$ cat config.mk
export PLATFORM = sky130hd
export DESIGN_NAME = serial_alu_seq
export DESIGN_NICKNAME = d
export VERILOG_FILES = /design/src/rtl/serial_alu_seq.sv
export SDC_FILE = /design/constraint.sdc
export NUM_CORES = 1
export LEC_CHECK = 0
export CELL_PAD_IN_SITES_DETAIL_PLACEMENT = 0
export CELL_PAD_IN_SITES_GLOBAL_PLACEMENT = 2
export CORE_MARGIN = 1
export CORE_UTILIZATION = 31
export DETAILED_ROUTE_END_ITERATION = 8
export GPL_TIMING_DRIVEN = 0
export PLACE_DENSITY_LB_ADDON = 0.1
export SLEW_MARGIN = 20
export SYNTH_ARGS = -nofsm -noshare
export SYNTH_HDL_FRONTEND = slang
export SYNTH_SLANG_ARGS = --single-unit
$ cat constraint.sdc
create_clock -name clk -period 1.5 [get_ports clk]
set_input_delay 0.45 -clock clk [delete_from_list [all_inputs] [get_ports clk]]
set_output_delay 0.45 -clock clk [all_outputs]
set_load 0.1 [all_outputs]
$ cat src/rtl/serial_alu_seq.sv
// Bit-serial WIDTH-bit ALU sequencer: ADD/SUB/AND/OR, one bit per clock, LSB first.
// Define SERIAL_ALU_OVF_EN to add the signed-overflow output.
module serial_alu_seq #(
  parameter int unsigned WIDTH = 8
) (
  input  logic             clk,
  input  logic             rst_n,
  input  logic             start_valid,
  output logic             start_ready,
  input  logic [WIDTH-1:0] op_a,
  input  logic [WIDTH-1:0] op_b,
  input  logic [1:0]       alu_ctrl,
  output logic             busy,
  output logic             res_valid,
  input  logic             res_ready,
  output logic [WIDTH-1:0] res,
  output logic             carry_out,
  output logic             zero
`ifdef SERIAL_ALU_OVF_EN
  ,
  output logic             overflow
`endif
);

  localparam int unsigned CNT_W = (WIDTH > 1) ? $clog2(WIDTH) : 1;

  localparam logic [1:0] OP_ADD = 2'b00;
  localparam logic [1:0] OP_SUB = 2'b01;
  localparam logic [1:0] OP_AND = 2'b10;
  localparam logic [1:0] OP_OR  = 2'b11;

  typedef enum logic [1:0] {IDLE, RUN, DONE} state_t;

  state_t             state_q, state_d;
  logic [WIDTH-1:0]   a_q, b_q;
  logic [1:0]         op_q;
  logic               carry_q;
  logic [CNT_W-1:0]   cnt_q;

  logic               accept_c;
  logic               last_c;
  logic               arith_c;
  logic               bit_c;
  logic               carry_d;
  logic [WIDTH-1:0]   res_next_c;

  assign accept_c = (state_q == IDLE) && start_valid;
  assign last_c   = (cnt_q == CNT_W'(WIDTH - 1));
  assign arith_c  = ~op_q[1];

  // One-bit slice plus the inter-bit carry it lacks.
  always_comb begin
    bit_c   = 1'b0;
    carry_d = carry_q;
    unique case (op_q)
      OP_ADD, OP_SUB: begin
        bit_c   = a_q[0] ^ b_q[0] ^ carry_q;
        carry_d = (a_q[0] & b_q[0]) | (carry_q & (a_q[0] ^ b_q[0]));
      end
      OP_AND: bit_c = a_q[0] & b_q[0];
      OP_OR:  bit_c = a_q[0] | b_q[0];
      default: bit_c = 1'b0;
    endcase
    res_next_c = {bit_c, res[WIDTH-1:1]};
  end

  // Next-state logic.
  always_comb begin
    state_d = state_q;
    unique case (state_q)
      IDLE:    if (start_valid) state_d = RUN;
      RUN:     if (last_c)      state_d = DONE;
      DONE:    if (res_ready)   state_d = IDLE;
      default: state_d = IDLE;
    endcase
  end

  // State register and handshake outputs, registered from the next state.
  always_ff @(posedge clk or negedge rst_n) begin
    if (!rst_n) begin
      state_q     <= IDLE;
      start_ready <= 1'b1;
      busy        <= 1'b0;
      res_valid   <= 1'b0;
    end else begin
      state_q     <= state_d;
      start_ready <= (state_d == IDLE);
      busy        <= (state_d == RUN);
      res_valid   <= (state_d == DONE);
    end
  end

  // Operand shifters, carry, bit counter and result shift register.
  always_ff @(posedge clk or negedge rst_n) begin
    if (!rst_n) begin
      a_q       <= '0;
      b_q       <= '0;
      op_q      <= OP_ADD;
      carry_q   <= 1'b0;
      cnt_q     <= '0;
      res       <= '0;
      carry_out <= 1'b0;
      zero      <= 1'b0;
    end else if (accept_c) begin
      a_q     <= op_a;
      b_q     <= (alu_ctrl == OP_SUB) ? ~op_b : op_b;
      op_q    <= alu_ctrl;
      carry_q <= ~alu_ctrl[1] & alu_ctrl[0];
      cnt_q   <= '0;
    end else if (state_q == RUN) begin
      a_q     <= a_q >> 1;
      b_q     <= b_q >> 1;
      carry_q <= carry_d;
      res     <= res_next_c;
      cnt_q   <= last_c ? '0 : cnt_q + CNT_W'(1);
      if (last_c) begin
        carry_out <= arith_c & carry_d;
        zero      <= (res_next_c == '0);
      end
    end
  end

`ifdef SERIAL_ALU_OVF_EN
  // Signed overflow: carry into the MSB differs from carry out of it.
  always_ff @(posedge clk or negedge rst_n) begin
    if (!rst_n) begin
      overflow <= 1'b0;
    end else if ((state_q == RUN) && last_c) begin
      overflow <= arith_c & (carry_q ^ carry_d);
    end
  end
`endif

endmodule

# --- Word level (Yosys, flattened, before mapping) ---
# Index checks and enable logic that the tools add are counted.
word_totals:
  rom_bits: 0
  elab_cells: 59
  reg_bits: 37
  latch_bits: 0
  n_memories: 0
  input_bits: 22
  ramBits: 0
classes:
  n_eq_ne: 9
  n_bitwise: 12
  n_reduce_logical: 9
  mul: 0
  n_div: 0
  shift: 0
  n_lt_le_gt_ge: 0
  n_addsub: 1
  n_mux: 16
ops:
  columns: ["op", "count"]
  rows:
  - ["$mux W8", 5]
  - ["$mux W3", 3]
  - ["$eq A2 B1 Y1 const B", 4]
  - ["$eq A2 B2 Y1 const B", 4]
  - ["$logic_not A8 Y1", 1]
  - ["$not A8 Y8", 1]
  - ["$logic_not A2 Y1", 3]
  - ["$mux W2", 3]
  - ["$pmux W2 S3", 1]
  - ["$and A1 B1 Y1", 4]
  - ["$add A3 B1 Y3 const B", 1]
  - ["$eq A3 B3 Y1 const B", 1]
  - ["$mux W1", 3]
  - ["$not A1 Y1", 3]
  - ["$pmux W1 S3", 1]
  - ["$reduce_and A3 Y1", 1]
  - ["$or A1 B1 Y1", 2]
  - ["$reduce_and A2 Y1", 1]
  - ["$reduce_bool A2 Y1", 1]
  - ["$reduce_or A2 Y1", 1]
  - ["$xor A1 B1 Y1", 2]
  - ["$logic_and A1 B1 Y1", 1]

# --- Longest topological paths before layout ---
logic_depth:
  ltp_word: 6
  mapped_depth: 5

# --- Worst setup path before layout ---
# No wires, ideal clock.
synth_path:
  path_kind: "register -> register"
  from: "register res[2]"
  to: "register zero"
  path_stages_with_launch: 4
  setup_ns: 0.069
  path_buffers: 0
  t_arrival_ns: 1.624
  path_slack_ns: -0.193
  required_time_ns: 1.431
  cell_sequence: "dfrtp_1 or4_1 nor3_1 a22o_1"
synth_between:
  elab_chain_len: 1
synth_rtl:
  columns: ["item", "line", "rtl"]
  rows:
  - ["from (decl)", "16", "output logic [WIDTH-1:0] res,"]
  - ["from (signal assigned)", "114", "res <= res_next_c;"]
  - ["$logic_not A8 Y1", "118", "zero <= (res_next_c == '0);"]
  - ["to (signal assigned)", "118", null]
  - ["to (decl)", "18", "output logic zero"]
# Every way passes these cells.
# A chain may end at the register's enable or synchronous reset.

# --- Worst setup path after layout ---
layout_path:
  from: "register start_ready"
  to: "output port start_ready"
layout_lines:
  columns: ["item", "line", "rtl"]
  rows:
  - ["from (decl)", "9", "output logic start_ready,"]
  - ["from (signal assigned)", "87", "start_ready <= (state_d == IDLE);"]
# No word-level cell between the ends.

==> impl_metrics.json <==
{
  "leakage_nw": 1.07,
  "wl_um": 3660,
  "cts.sinks": 37,
  "final_layout_size_suffix_gt1_share_pct": 22.2,
  "ant_nets": 0,
  "cts_buffers": 5,
  "path_buf_inv": 1,
  "endpoint": "start_ready",
  "placement.io_buffers": 34,
  "critical_path.top_delay_family": "flip-flops",
  "hold_viol_final": 0,
  "synth_ff_type": "dfrtp_1",
  "reg2regPathDepth": 4,
  "setup_violations": 0,
  "dieArea_mm2": 0.00586,
  "cp_slowest_stage_delay_ns": 0.54,
  "io_pins": 35,
  "vias": 1330,
  "start_util_pct": 32.9,
  "power.density_mw_per_mm2": 2280,
  "gp_congestion": 0.698,
  "die_w_um": 76.6,
  "hold_class": "input port to async pin",
  "synthDistinctLibCells": 34,
  "rows": 26,
  "async_flop_share_pct": 100,
  "grt_max_degree": 25,
  "grt_antenna_before_repair": 0,
  "wire_per_inst_um": 13.0,
  "crit_path_max_fanout": 1,
  "syn_area_mm2": 0.00172,
  "track_usage_pct": 14.0,
  "clkTransAtPathRegs_ns": 0.08,
  "synthToLayoutAreaGrowth_pct": 31.6,
  "cp.depth": 1,
  "status": "finished, final reports clean",
  "die_height_um": 76.6,
  "h-tree-depth": 2,
  "vdd_drop_max_mv": 0.893,
  "grt_pass1_vias": 1338,
  "fmax_mhz": 685,
  "cts_tree": "built",
  "overflow": 0,
  "skew_ns": 0.00681,
  "viasPerCell": 4.72,
  "core_area_mm2": 0.00524,
  "worstPathCellList": "buf_8",
  "r2r_setup_slack_ns": 0.05,
  "worstSetupStartpoint": "start_ready",
  "cts-root-buf": "clkbuf_8",
  "cts_hold_buffers": 0,
  "r2r-end": "zero",
  "slew_viol_final": 0,
  "period_needed_ns": 1.46,
  "cts_buffer_depth": 2,
  "grt_setup_unrepaired": "yes",
  "ys_ff_latch": 37,
  "cap_violations": 0,
  "cp-start-kind": "register",
  "n_antenna_cell": 0,
  "worst_slew_pin_slew_ns": 0.512,
  "final_cell_area_mm2": 0.00227,
  "synth-edff-count": 0,
  "drt_iter0_markers": 79,
  "clk_latency_ns": 0.29,
  "path_class": "register to primary output",
  "drt_pass1_iterations": 4,
  "netlist_instances": 168,
  "grt_pass1_wl_um": 6400,
  "fin_util_pct": 43.3,
  "synth_area_per_cell_um2": 10.3,
  "reg2reg_from": "b_q[0]",
  "period_share_pct": 97.3,
  "postPlaceCellArea_mm2": 0.00218,
  "nNetsFinal": 238,
  "drc": 0,
  "syn_nets": 195,
  "crit_required_ns": 1.05,
  "relSlewSlack_pct": 65.8,
  "crit_arrival_ns": 1.01,
  "hpwl_um": 2630,
  "cp_slowest_cell": "dfstp_2",
  "worstSetupEndpointType": "primary output",
  "yosysWarnings": 0,
  "seq_area_frac_synth_pct": 53.8
}
routing by layer:
layer	track usage (%)	part of all wire, %
met1	18.9	48
met2	21.5	46
met3	2.75	4.1
met4	6.35	1.8
met5	0	0
where the power goes:
part	switching [mW]	internal (mW)	total [mW]	leakage (nW)
registers	0.310	1.45	1.76	0.459
clock network	0.357	0.322	0.679	0.0450
logic	1.84	0.885	2.72	0.566
sequential cells by signal, indices dropped and copies added (netlist names):
signal,count
res_valid,1
b_q,8
zero,1
res,8
a_q,8
carry_q,1
carry_out,1
busy,1
start_ready,1
cnt_q,3
state_q,2
op_q,2
how the worst min path moves through the flow:
stage               startpoint     end  slack [ns]  depth (start not counted)
floorplan                rst_n  a_q[0]        0.15                          0
global placement        res[0]  res[0]        0.46                          2
detailed placement       rst_n  a_q[3]        0.39                          1
CTS                      rst_n  a_q[3]        0.08                          1
global route             rst_n  a_q[3]        0.09                          1
finish                   rst_n  a_q[3]        0.07                          1
worst register-to-register path, cell delays in order, from the launching register on:
cell and delay [ns]:
dfrtp_1 0.43, fa_1 0.52, nor2b_4 0.13, a31oi_2 0.05
a22o_1 0.21
synthesized netlist by cell type, types with 4 or more instances:
master | number | area (µm²)
dfrtp_1 | 36 | 901
ha_1 | 4 | 50.1
a22oi_1 | 9 | 67.6
o21ai_0 | 11 | 55.1
buf_2 | 4 | 20.0
xnor2_1 | 8 | 70.1
nand2_1 | 48 | 180
nand3_1 | 4 | 20.0
mux2i_1 | 10 | 100
nor2b_1 | 4 | 25.0
layout make-up:
| class | instances | area (µm²) |
|---|---|---|
| Fill cell | 540 | 2970 |
| Sequential cell | 37 | 937 |
| Multi-Input combinational cell | 119 | 742 |
| Timing Repair Buffer | 36 | 344 |
| Tap cell | 70 | 87.6 |
| Clock buffer | 6 | 72.6 |
| Buffer | 10 | 67.6 |
| Clock inverter | 2 | 10.0 |
| Inverter | 2 | 7.51 |
cell families after synthesis:
group / synth area share, %
fa+ha+maj: 4.06
xor+xnor: 4.06
mux: 5.81
buf+inv: 4.28
simple gates: 17.2
compound gates: 10.8
flops: 53.8
per-stage QoR:
step / cells / hold WS (ns) / power (mW) / setup TNS, ns / setup slack, ns
after floorplan: 168 / 0.154 / 3.77 / 0 / 0.00877
after global placement: 272 / 0.459 / 4.41 / -48.07 / -1.05
after detailed placement: 273 / 0.392 / 4.48 / -13.76 / -0.563
after CTS: 281 / 0.0784 / 5.15 / 0 / 0.00109
after global routing: 282 / 0.0871 / 5.55 / -0.0526 / -0.0307
final: 282 / 0.0698 / 5.16 / 0 / 0.0403
what timing repair did:
| item | in CTS | in global routing |
|---|---|---|
| resized for setup | 79 | 9 |
| pin swaps | 0 | 2 |
| endpoints found under the setup margin | 33 | 10 |
| endpoints found under the hold margin | 0 | 0 |
| buffers inserted | 0 | 1 |
cell usage in the layout, fill, tap and decap left out, drive strengths merged, types with 8 or more instances in the layout:
cell type / instances
clkbuf: 10
clkdlybuf4s50: 19
buf: 22
mux2i: 10
dfrtp: 36
xnor2: 8
o21ai: 14
a22oi: 9
nand2: 48
No activity file was read; power rests on OpenSTA's default activity.
